==> config.mk <==
export PLATFORM = sky130hd
export DESIGN_NAME = fpu_mul_ctrl_flat
export DESIGN_NICKNAME = d
export VERILOG_FILES = /design/src/rtl/fpu_mul_ctrl_pkg.sv /design/src/rtl/fpu_mul_ctrl_if.sv /design/src/rtl/fpu_mul_norm.sv /design/src/rtl/fpu_mul_ctrl.sv /design/src/flat_wrapper.sv
export SDC_FILE = /design/constraint.sdc
export NUM_CORES = 2
export LEC_CHECK = 0
export BUFFER_PORTS_ARGS = -buffer_cell sky130_fd_sc_hd__buf_4
export CAP_MARGIN = 30
export CORE_UTILIZATION = 25
export CTS_BUF_LIST = sky130_fd_sc_hd__clkbuf_16
export DETAILED_ROUTE_END_ITERATION = 8
export MAX_ROUTING_LAYER = met4
export PLACE_DENSITY_LB_ADDON = 0.15
export SETUP_SLACK_MARGIN = 0.05
export SLEW_MARGIN = 20
export SYNTH_ARGS = -nofsm -noshare
export SYNTH_HDL_FRONTEND = slang
export SYNTH_HIERARCHICAL = 1
export SYNTH_SLANG_ARGS = --single-unit
==> constraint.sdc <==
create_clock -name clk -period 9.2 [get_ports clk]
set_input_delay 0.92 -clock clk [delete_from_list [all_inputs] [get_ports clk]]
set_output_delay 0.92 -clock clk [all_outputs]
set_load 0.005 [all_outputs]
==> src/rtl/fpu_mul_ctrl_pkg.sv <==
// Shared types and constants for the single-precision multiply controller.
package fpu_mul_ctrl_pkg;

  localparam int unsigned DATA_W = 32;
  localparam int unsigned EXP_W  = 10;
  localparam int unsigned MAN_W  = 48;
  localparam int unsigned BIAS   = 127;

  localparam logic [DATA_W-1:0] QNAN = 32'h7FC0_0000;
  localparam logic [DATA_W-1:0] INF  = 32'h7F80_0000;

  // Controller phases, one clock each except S_IDLE and S_DONE which wait on handshakes.
  typedef enum logic [2:0] {
    S_IDLE,
    S_MUL,
    S_NORM,
    S_ROUND,
    S_DONE
  } state_e;

endpackage

==> src/rtl/fpu_mul_ctrl_if.sv <==
// Operand/result handshake bundle between a producer/consumer and the multiply controller.
interface fpu_mul_ctrl_if;
  import fpu_mul_ctrl_pkg::*;

  logic              in_valid;
  logic              in_ready;
  logic [DATA_W-1:0] op_a;
  logic [DATA_W-1:0] op_b;
  logic              out_valid;
  logic              out_ready;
  logic [DATA_W-1:0] result;
  logic              flag_ovf;
  logic              flag_unf;
  logic              flag_inv;
  logic              busy;

  modport master (
    output in_valid, op_a, op_b, out_ready,
    input  in_ready, out_valid, result, flag_ovf, flag_unf, flag_inv, busy
  );

  modport slave (
    input  in_valid, op_a, op_b, out_ready,
    output in_ready, out_valid, result, flag_ovf, flag_unf, flag_inv, busy
  );

endinterface

==> src/rtl/fpu_mul_norm.sv <==
// Leading-one normaliser: shifts the mantissa left until bit 46 is set and
// lowers the exponent by the shift count. A zero mantissa passes through unshifted.
module fpu_mul_norm
  import fpu_mul_ctrl_pkg::*;
(
  input  logic [MAN_W-1:0] i_man,
  input  logic [EXP_W-1:0] i_exp,
  output logic [MAN_W-1:0] o_man,
  output logic [EXP_W-1:0] o_exp
);

  logic [5:0] w_shift;
  logic       w_found;

  // Priority search for the leading one from bit 46 downward.
  always_comb begin
    w_shift = '0;
    // Bit 47 set means already at or above target; leave it alone.
    w_found = i_man[MAN_W-1];
    for (int i = MAN_W - 2; i >= 0; i--) begin
      if (!w_found && i_man[i]) begin
        w_found = 1'b1;
        w_shift = 6'(MAN_W - 2 - i);
      end
    end
  end

  assign o_man = i_man << w_shift;
  assign o_exp = i_exp - {4'b0000, w_shift};

endmodule

==> src/rtl/fpu_mul_ctrl.sv <==
// Multi-cycle IEEE-754 single-precision multiplier controller with
// valid/ready handshakes, round-to-nearest-even and flush-to-zero underflow.
module fpu_mul_ctrl
  import fpu_mul_ctrl_pkg::*;
(
  input  logic          clk,
  input  logic          rst,
  fpu_mul_ctrl_if.slave bus
);

  state_e r_state, w_state_next;

  logic [DATA_W-1:0] r_op_a, r_op_b;
  logic              r_sign;
  logic [EXP_W-1:0]  r_exp;
  logic [MAN_W-1:0]  r_man;
  logic              r_special, r_spec_inv;
  logic [DATA_W-1:0] r_spec_res;
  logic [22:0]       r_rnd_frac;
  logic [EXP_W-1:0]  r_rnd_exp;
  logic              r_rnd_zero;
  logic [DATA_W-1:0] r_result;
  logic              r_ovf, r_unf, r_inv, r_out_valid;

  // Operand unpack
  logic [7:0]        w_ea_f, w_eb_f, w_ea, w_eb;
  logic [22:0]       w_fa, w_fb;
  logic [23:0]       w_ma, w_mb;
  logic              w_sign;
  logic [EXP_W-1:0]  w_exp_mul;
  logic [MAN_W-1:0]  w_prod;
  logic              w_a_nan, w_b_nan, w_a_inf, w_b_inf, w_a_zero, w_b_zero;
  logic              w_special, w_spec_inv;
  logic [DATA_W-1:0] w_spec_res;

  assign w_ea_f    = r_op_a[30:23];
  assign w_eb_f    = r_op_b[30:23];
  assign w_fa      = r_op_a[22:0];
  assign w_fb      = r_op_b[22:0];
  // Subnormals carry hidden bit 0 and an effective exponent of 1.
  assign w_ma      = {(w_ea_f != 8'd0), w_fa};
  assign w_mb      = {(w_eb_f != 8'd0), w_fb};
  assign w_ea      = (w_ea_f == 8'd0) ? 8'd1 : w_ea_f;
  assign w_eb      = (w_eb_f == 8'd0) ? 8'd1 : w_eb_f;
  assign w_sign    = r_op_a[31] ^ r_op_b[31];
  assign w_exp_mul = {2'b00, w_ea} + {2'b00, w_eb} - EXP_W'(BIAS);
  assign w_prod    = {24'd0, w_ma} * {24'd0, w_mb};

  assign w_a_nan  = (w_ea_f == 8'hFF) && (w_fa != 23'd0);
  assign w_b_nan  = (w_eb_f == 8'hFF) && (w_fb != 23'd0);
  assign w_a_inf  = (w_ea_f == 8'hFF) && (w_fa == 23'd0);
  assign w_b_inf  = (w_eb_f == 8'hFF) && (w_fb == 23'd0);
  assign w_a_zero = (w_ea_f == 8'd0)  && (w_fa == 23'd0);
  assign w_b_zero = (w_eb_f == 8'd0)  && (w_fb == 23'd0);

  // Special-operand classification; a hit bypasses the arithmetic result.
  always_comb begin
    w_special  = 1'b1;
    w_spec_inv = 1'b0;
    w_spec_res = '0;
    if (w_a_nan || w_b_nan) begin
      w_spec_res = QNAN;
    end else if ((w_a_inf && w_b_zero) || (w_a_zero && w_b_inf)) begin
      w_spec_res = QNAN;
      w_spec_inv = 1'b1;
    end else if (w_a_inf || w_b_inf) begin
      w_spec_res = INF | {w_sign, 31'd0};
    end else if (w_a_zero || w_b_zero) begin
      w_spec_res = {w_sign, 31'd0};
    end else begin
      w_special = 1'b0;
    end
  end

  // Normalise
  logic [MAN_W-1:0] w_lz_man, w_norm_man;
  logic [EXP_W-1:0] w_lz_exp, w_norm_exp;

  fpu_mul_norm u_norm (
    .i_man (r_man),
    .i_exp (r_exp),
    .o_man (w_lz_man),
    .o_exp (w_lz_exp)
  );

  // Bit 47 set: right-shift by one and fold the dropped bit into sticky.
  always_comb begin
    w_norm_man = w_lz_man;
    w_norm_exp = w_lz_exp;
    if (r_man[MAN_W-1]) begin
      w_norm_man = {1'b0, r_man[MAN_W-1:2], r_man[1] | r_man[0]};
      w_norm_exp = r_exp + EXP_W'(1);
    end
  end

  // Round: mantissa is bits 46:23, guard 22, round 21, sticky 20:0
  logic        w_guard, w_rbit, w_sticky, w_rnd_up;
  logic [24:0] w_sum;
  logic [22:0] w_rnd_frac;
  logic [EXP_W-1:0] w_rnd_exp;

  assign w_guard  = r_man[22];
  assign w_rbit   = r_man[21];
  assign w_sticky = |r_man[20:0];
  assign w_rnd_up = w_guard && (w_rbit || w_sticky || r_man[23]);
  assign w_sum    = {1'b0, r_man[46:23]} + {24'd0, w_rnd_up};

  // Carry-out of rounding renormalises by one place.
  always_comb begin
    w_rnd_frac = w_sum[22:0];
    w_rnd_exp  = r_exp;
    if (w_sum[24]) begin
      w_rnd_frac = w_sum[23:1];
      w_rnd_exp  = r_exp + EXP_W'(1);
    end
  end

  // Pack
  logic [DATA_W-1:0] w_pack_res;
  logic              w_pack_ovf, w_pack_unf, w_pack_inv;

  // Final result selection with overflow to inf and flush-to-zero underflow.
  always_comb begin
    w_pack_res = {r_sign, r_rnd_exp[7:0], r_rnd_frac};
    w_pack_ovf = 1'b0;
    w_pack_unf = 1'b0;
    w_pack_inv = 1'b0;
    if (r_special) begin
      w_pack_res = r_spec_res;
      w_pack_inv = r_spec_inv;
    end else if (r_rnd_zero) begin
      w_pack_res = {r_sign, 31'd0};
    end else if ($signed(r_rnd_exp) >= $signed(10'd255)) begin
      w_pack_res = INF | {r_sign, 31'd0};
      w_pack_ovf = 1'b1;
    end else if ($signed(r_rnd_exp) <= $signed(10'd0)) begin
      w_pack_res = {r_sign, 31'd0};
      w_pack_unf = 1'b1;
    end
  end

  // Next-state logic.
  always_comb begin
    w_state_next = r_state;
    unique case (r_state)
      S_IDLE:  if (bus.in_valid) w_state_next = S_MUL;
      S_MUL:   w_state_next = S_NORM;
      S_NORM:  w_state_next = S_ROUND;
      S_ROUND: w_state_next = S_DONE;
      S_DONE:  if (r_out_valid && bus.out_ready) w_state_next = S_IDLE;
      default: w_state_next = S_IDLE;
    endcase
  end

  // State register.
  always_ff @(posedge clk) begin
    if (rst) r_state <= S_IDLE;
    else     r_state <= w_state_next;
  end

  // Datapath registers, each stage loaded only in its own state.
  always_ff @(posedge clk) begin
    if (rst) begin
      r_op_a      <= '0;
      r_op_b      <= '0;
      r_sign      <= 1'b0;
      r_exp       <= '0;
      r_man       <= '0;
      r_special   <= 1'b0;
      r_spec_inv  <= 1'b0;
      r_spec_res  <= '0;
      r_rnd_frac  <= '0;
      r_rnd_exp   <= '0;
      r_rnd_zero  <= 1'b0;
      r_result    <= '0;
      r_ovf       <= 1'b0;
      r_unf       <= 1'b0;
      r_inv       <= 1'b0;
      r_out_valid <= 1'b0;
    end else begin
      case (r_state)
        S_IDLE: begin
          if (bus.in_valid) begin
            r_op_a <= bus.op_a;
            r_op_b <= bus.op_b;
          end
        end
        S_MUL: begin
          r_sign     <= w_sign;
          r_exp      <= w_exp_mul;
          r_man      <= w_prod;
          r_special  <= w_special;
          r_spec_inv <= w_spec_inv;
          r_spec_res <= w_spec_res;
        end
        S_NORM: begin
          r_exp <= w_norm_exp;
          r_man <= w_norm_man;
        end
        S_ROUND: begin
          r_rnd_frac <= w_rnd_frac;
          r_rnd_exp  <= w_rnd_exp;
          r_rnd_zero <= (r_man == '0);
        end
        S_DONE: begin
          // Result is captured once, then held until the consumer takes it.
          if (!r_out_valid) begin
            r_result    <= w_pack_res;
            r_ovf       <= w_pack_ovf;
            r_unf       <= w_pack_unf;
            r_inv       <= w_pack_inv;
            r_out_valid <= 1'b1;
          end else if (bus.out_ready) begin
            r_out_valid <= 1'b0;
          end
        end
        default: ;
      endcase
    end
  end

  assign bus.in_ready  = (r_state == S_IDLE);
  assign bus.busy      = (r_state != S_IDLE);
  assign bus.out_valid = r_out_valid;
  assign bus.result    = r_result;
  assign bus.flag_ovf  = r_ovf;
  assign bus.flag_unf  = r_unf;
  assign bus.flag_inv  = r_inv;

endmodule

==> src/flat_wrapper.sv <==
// flat-port wrapper written by rule: the top's interface ports become plain ports
module fpu_mul_ctrl_flat import fpu_mul_ctrl_pkg::*;
  (clk, rst, bus_in_valid, bus_op_a, bus_op_b, bus_out_ready, bus_in_ready, bus_out_valid, bus_result, bus_flag_ovf, bus_flag_unf, bus_flag_inv, bus_busy);
  fpu_mul_ctrl_if bus_i ();
  input  logic clk;
  input  logic rst;
  input wire logic [$bits(bus_i.in_valid)-1:0] bus_in_valid;
  input wire logic [$bits(bus_i.op_a)-1:0] bus_op_a;
  input wire logic [$bits(bus_i.op_b)-1:0] bus_op_b;
  input wire logic [$bits(bus_i.out_ready)-1:0] bus_out_ready;
  output wire logic [$bits(bus_i.in_ready)-1:0] bus_in_ready;
  output wire logic [$bits(bus_i.out_valid)-1:0] bus_out_valid;
  output wire logic [$bits(bus_i.result)-1:0] bus_result;
  output wire logic [$bits(bus_i.flag_ovf)-1:0] bus_flag_ovf;
  output wire logic [$bits(bus_i.flag_unf)-1:0] bus_flag_unf;
  output wire logic [$bits(bus_i.flag_inv)-1:0] bus_flag_inv;
  output wire logic [$bits(bus_i.busy)-1:0] bus_busy;
  assign bus_i.in_valid = bus_in_valid;
  assign bus_i.op_a = bus_op_a;
  assign bus_i.op_b = bus_op_b;
  assign bus_i.out_ready = bus_out_ready;
  assign bus_in_ready = bus_i.in_ready;
  assign bus_out_valid = bus_i.out_valid;
  assign bus_result = bus_i.result;
  assign bus_flag_ovf = bus_i.flag_ovf;
  assign bus_flag_unf = bus_i.flag_unf;
  assign bus_flag_inv = bus_i.flag_inv;
  assign bus_busy = bus_i.busy;
  fpu_mul_ctrl u_core (.clk(clk), .rst(rst), .bus(bus_i));
endmodule
After elaboration in Yosys (flattened, before gate mapping)
Cells that the tools add are included.
- register bits after elaboration: 230
- bits of input ports: 68
- output and inout bits: 38
- word-level logic and storage cells: 290
- $add $sub $neg: 5
- $mul: 1
- magnitude comparators: 2
- eq/ne operators: 8
- shifts and indexed selects: 1
- multiplexer cells: 127
- bitwise operators: 3
- reduce and logical (&&, ||, !) cells: 126
- operators by type and width (cell ; number):
    two-way mux 6 bit ; 45
    two-way mux 32 bit ; 5
    case mux 48 bit (2 select lines) ; 1
    two-way mux 31 bit ; 3
    two-way mux 1 bit ; 63
    logical AND 1 bit ; 57
    zero test 48 bit ; 1
    multiplier 24 x 24 -> 48 bit ; 1
    two-way mux 48 bit ; 1
    left shift 48 x 6 -> 48 bit ; 1
    zero test 1 bit ; 47
    zero test 23 bit ; 2
    nonzero test 23 bit ; 2
    adder 24 x 1 -> 25 bit ; 1
    two-way mux 23 bit ; 1
    OR reduction 21 bit ; 1
    two-way mux 10 bit ; 2
    case mux 10 bit (2 select lines) ; 1
    == test 8 bit (second input constant) ; 2
    zero test 8 bit ; 2
    two-way mux 8 bit ; 2
    nonzero test 8 bit ; 2
    case mux 3 bit (5 select lines) ; 1
    adder 10 x 1 -> 10 bit (second input constant) ; 1
    other kinds (19) ; 28

Logic depth before layout (Yosys ltp)
- depth after elaboration: 144
- mapped depth: 27
- mapped depth without buffers: 25

Modules after synthesis
The synthesis kept the hierarchy.
- by module, submodules not included (module ; times used ; cells an instance ; area an instance (sq um) ; seq. area each (sq um)):
    fpu_mul_ctrl ; 1 ; 3342 ; 28267.1 ; 4023.9
    fpu_mul_norm ; 1 ; 581 ; 3807.4 ; 0.0

Worst setup path after synthesis
Ideal clock, no wire load.
- path kind: register -> register
- start: register u_core.r_op_a[27]
- end: register u_core.r_man[41]
- library setup time: 129 ps
- arrival: 6661 ps
- required time: 9071 ps
- path slack: 2410 ps
- cell stages (with the launch flop): 25
- buffers on the path: 0
- period minus slack after synthesis: 6790 ps
- cells stage by stage: dfxtp_1 -> nor4_1 -> nand2_1 -> and2_1 -> fa_1 -> fa_1 -> fa_1 -> inv_1 -> fa_1 -> inv_1 -> fa_1 -> inv_1 -> fa_1 -> inv_1 -> fa_1 -> ha_1 -> a21oi_1 -> o211ai_1 -> a221oi_1 -> o22ai_1 -> a2111o_1 -> and2_1 -> a31o_1 -> xnor2_1 -> a21oi_1
- word-level cells in the longest chain between the ends: 3
- RTL lines (element ; RTL line ; text):
    from (decl) ; fpu_mul_ctrl.sv:13 ; logic [DATA_W-1:0] r_op_a, r_op_b;
    from (signal assigned) ; fpu_mul_ctrl.sv:184 ; r_op_a <= bus.op_a;
    nonzero test 8 bit ; fpu_mul_ctrl.sv:41 ; assign w_ma = {(w_ea_f != 8'd0), w_fa};
    multiplier 24 x 24 -> 48 bit ; fpu_mul_ctrl.sv:47 ; assign w_prod = {24'd0, w_ma} * {24'd0, w_mb};
    case mux 48 bit (2 select lines) ; fpu_mul_ctrl.sv:181 ; case (r_state)
    to (signal assigned) ; fpu_mul_ctrl.sv:191 ; r_man <= w_prod;
    to (signal assigned) ; fpu_mul_ctrl.sv:198 ; r_man <= w_norm_man;
    to (decl) ; fpu_mul_ctrl.sv:16 ; logic [MAN_W-1:0] r_man;
Every way passes these cells.
A chain may end at the register's enable or synchronous reset.

Worst setup path in the final report
- start: register u_core.r_op_a[8]
- end: register u_core.r_man[40]
- word-level cells in the longest chain between the ends: 2
- RTL lines (element ; RTL line):
    multiplier 24 x 24 -> 48 bit ; fpu_mul_ctrl.sv:47
    case mux 48 bit (2 select lines) ; fpu_mul_ctrl.sv:181
Every way passes these cells.

==> summary.txt <==
Clock network
  – Max clock buf depth: 3
  – CTS tree: built
  – Clk_lat worst skew: 0.62 ns
  – CTS resizes: 0
  – Total CTS buffers: 28
  – Root Driver: clkbuf_16
  – CTS Hold Buffers Added: 0
  – Clock sink count: 201
  – H-Tree Depth: 1
  – Post-CTS Setup Repair Bufs: 0
  – Reg clk slew, reported paths: 0.06 ns

Critical path
  – Crit path capture type: flop
  – Critical path class: reg2reg
  – FF-to-FF setup slack: 1.36 ns
  – R2r startpoint: u_core/r_op_a[8]$_SDFFE_PP0P_
  – R2R depth: 24
  – Worst setup path endpoint: u_core/r_man[40]$_SDFFE_PP0P_
  – CP startpoint: u_core/r_op_a[8]$_SDFFE_PP0P_
  – WP data required: 9.66 ns
  – CP Max Fanout: 15
  – Critical Path Source Type: flop
  – Worst EP arrival: 8.30 ns
  – Worst R2R End: u_core/r_man[40]$_SDFFE_PP0P_

Power
  – Pwr per Cell Area: 180 mW/mm²
  – Max IR drop VDD: 0.000125 V
  – Leak pwr: between 15 and 20 nW
  – Final total power: 6.42 mW

GRT
  – Number of global-route vias before repair: 28.4k
  – Gr ovfl total: 0
  – Initial antenna violation count: 4
  – Global-route wire length before repair: 183 mm
  – Largest net degree at the start of global routing: 76
  – GRT Util Overall: 18.7%

Worst hold path
  – Hold Crit Class: reg2reg

Synth
  – Sequential fraction of the synthesis area: 12.5%
  – Ys flop type: dfxtp_1
  – Synthesis warning total: 6
  – Mapped Area: 0.0321 mm²
  – Post-synth top area cell: fa_1
  – Top cells by area, synth: fa_1 (30%), dfxtp_1 (13%), ha_1 (7.7%)
  – Syn Area/Cell: 8.18 µm²
  – Number of synthesized flops with an enable pin: 0
  – Unique cell type count in the Yosys netlist: 110
  – Syn nets: 4672
  – Post-Syn Instances: roughly 3.9k
  – Post-synthesis register bit count: 201
  – Post-synth top area share: 30.2%
  – Asr flop ratio synth: 0%

Die
  – Core Rows: 131
  – Die area: about 0.13 mm²
  – Starting Density: 25.2%
  – Die H: 360 µm
  – Core area: about 0.13 mm²
  – Chip width: approximately 360 µm
  – I/O Pins: 106

Finish
  – Final Instance Count excl. Fillers: ~5.6k
  – Area grow syn2layout: 11.0%
  – Final Cell Area: 0.0356 mm²
  – Share of cells above drive strength 1: 8.41%
  – Post-layout nets: 4630
  – Post-layout util: 28.0%

STA
  – Final Max Tran Viols: 0
  – Worst slew pin tran: 0.999 ns
  – Fmax: 0.127 GHz
  – WHS: 0.453 ns
  – Tcrit/Tclk final: 85.3%
  – Setup-failing EPs final: 0
  – Clock skew: 0.0326 ns
  – Final WS setup: 1.36 ns
  – Max_slew headroom: 33.3%
  – Hold violation count in the final report: 0
  – Setup TNS: 0 ns
  – RSZ-0062 raised after global routing: no
  – Final min period: around 7.8 ns

Placement
  – Post-DP HPWL: 92.8 mm
  – Place WS: ~1.4 ns
  – Placed instance count: 5509
  – Routability cong.: 0.956
  – Placed Instance Area: 0.0346 mm²
  – Number of I/O port buffers: 105

Detailed routing
  – Drt wl/cell: roughly 21 µm
  – Drt via density: 4.97
  – Via count: about 28k
  – DRT iter0 DRCs: about 2.0k
  – DRC violations left: 0
  – First-pass DRT Iterations: 6
  – Post-route ant nets: 0
  – Total Wirelength: between 100 and 150 mm

Flow run
  – Max_cap viols: 0

Run status
  – Status: finished clean
-- Yosys cell counts (13+ instances only) --
cell type and count:
buf_1 18, nand2b_1 13, a221oi_1 23, a22oi_1 51
clkbuf_1 236, nand2_1 649, a21oi_1 203, and2_1 228
a32oi_1 18, o22ai_1 24, or3_1 16, a211oi_1 80
a311oi_1 21, fa_1 484, nor3_1 34, nand4_1 25
mux2i_1 60, xor2_1 34, dfxtp_1 201, nor4_1 38
a31oi_1 15, a21o_1 29, nor2b_1 17, nand3_1 56
buf_2 19, o21ai_0 72, and3_1 21, ha_1 197
o31ai_1 17, nor2_1 189, xnor2_1 52, inv_1 551
-- flip-flops by register name (all words and copies together), names as in the netlist --
signal	cells
u_core/bus.flag_unf	1
u_core/r_exp	10
u_core/r_rnd_exp	10
u_core/r_rnd_frac	23
u_core/bus.result	32
u_core/bus.out_valid	1
u_core/r_man	48
u_core/r_rnd_zero	1
u_core/bus.flag_inv	1
u_core/r_special	1
u_core/r_spec_res	3
u_core/bus.flag_ovf	1
u_core/r_op_a	32
u_core/r_sign	1
u_core/r_op_b	32
u_core/r_spec_inv	1
u_core/r_state	3
-- how the worst min path moves through the flow --
stage	startpoint	endpoint	slack [ns]	cells after the start
after floorplan	u_core/r_rnd_frac[1]$_SDFFE_PP0P_	u_core/r_rnd_frac[1]$_SDFFE_PP0P_	0.43	2
after global placement	u_core/r_rnd_frac[3]$_SDFFE_PP0P_	u_core/r_rnd_frac[3]$_SDFFE_PP0P_	0.44	2
after detailed placement	u_core/r_rnd_frac[3]$_SDFFE_PP0P_	u_core/r_rnd_frac[3]$_SDFFE_PP0P_	0.44	2
after CTS	u_core/r_rnd_frac[3]$_SDFFE_PP0P_	u_core/r_rnd_frac[3]$_SDFFE_PP0P_	0.45	2
after global routing	u_core/r_rnd_frac[5]$_SDFFE_PP0P_	u_core/r_rnd_frac[5]$_SDFFE_PP0P_	0.47	2
final	u_core/r_rnd_frac[3]$_SDFFE_PP0P_	u_core/r_rnd_frac[3]$_SDFFE_PP0P_	0.45	2
-- report_power, final --
part           leakage (nW)  total, mW  switching [mW]  internal, mW
sequential             1.64       1.16           0.202         0.954
clock                 0.465       1.11           0.472         0.638
combinational          13.1       4.15            2.71          1.44
total                  15.2       6.42            3.39          3.03
-- worst max-delay path: stages (launching register included) --
cell	delay, ns
dfxtp_1	0.87
buf_4	0.35
nand2_1	0.10
fa_1	0.50
inv_1	0.05
fa_1	0.47
inv_1	0.05
fa_1	0.49
inv_1	0.06
fa_1	0.52
inv_1	0.05
fa_1	0.45
fa_1	0.49
inv_1	0.05
fa_1	0.47
ha_1	0.41
a21oi_1	0.29
o21ai_0	0.19
a311oi_1	0.43
o221a_2	0.30
nand2_1	0.05
o21ai_0	0.54
o221ai_1	0.23
xnor2_1	0.18
a21oi_1	0.08
-- area by class of cell --
| type | count | area [µm²] |
|---|---|---|
| tap | 1662 | 2080 |
| multi-input combinational | 2878 | 24800 |
| antenna | 2 | 5.00 |
| sequential | 201 | 4030 |
| inverter | 555 | 2090 |
| fill | 13900 | 91800 |
| clock buffer | 28 | 701 |
| timing repair buffer | 217 | 1680 |
| clock inverter | 23 | 214 |
-- layer usage --
layer / share of wire (%) / global-route usage [%]
met4: 2.2 / 3.75
met3: 4.0 / 1.57
met1: 48 / 26.0
met2: 46 / 29.5
met5: 0 / -
-- cell families after synthesis --
logic type      after synthesis  synth area share [%]
compound gates              702                  15.1
xor+xnor                     86                  2.35
fa+ha+maj                   681                  37.9
buf+inv                     844                  10.2
flops                       201                  12.5
mux                          72                  2.29
simple gates               1337                  19.6
-- placed cells by master (no fill, tap or decap), drive strengths merged, types with 28 or more instances in the layout --
| cell | n |
|---|---|
| buf | 217 |
| a21oi | 204 |
| ha | 197 |
| and2 | 230 |
| mux2i | 60 |
| a22oi | 52 |
| clkbuf | 28 |
| a211oi | 82 |
| dfxtp | 201 |
| fa | 484 |
| nand2 | 652 |
| nor3 | 38 |
| xor2 | 34 |
| inv | 559 |
| nand3 | 57 |
| o21ai | 87 |
| nor2 | 190 |
| a21o | 30 |
| nor4 | 39 |
| xnor2 | 52 |
No activity file was read; power rests on OpenSTA's default activity.
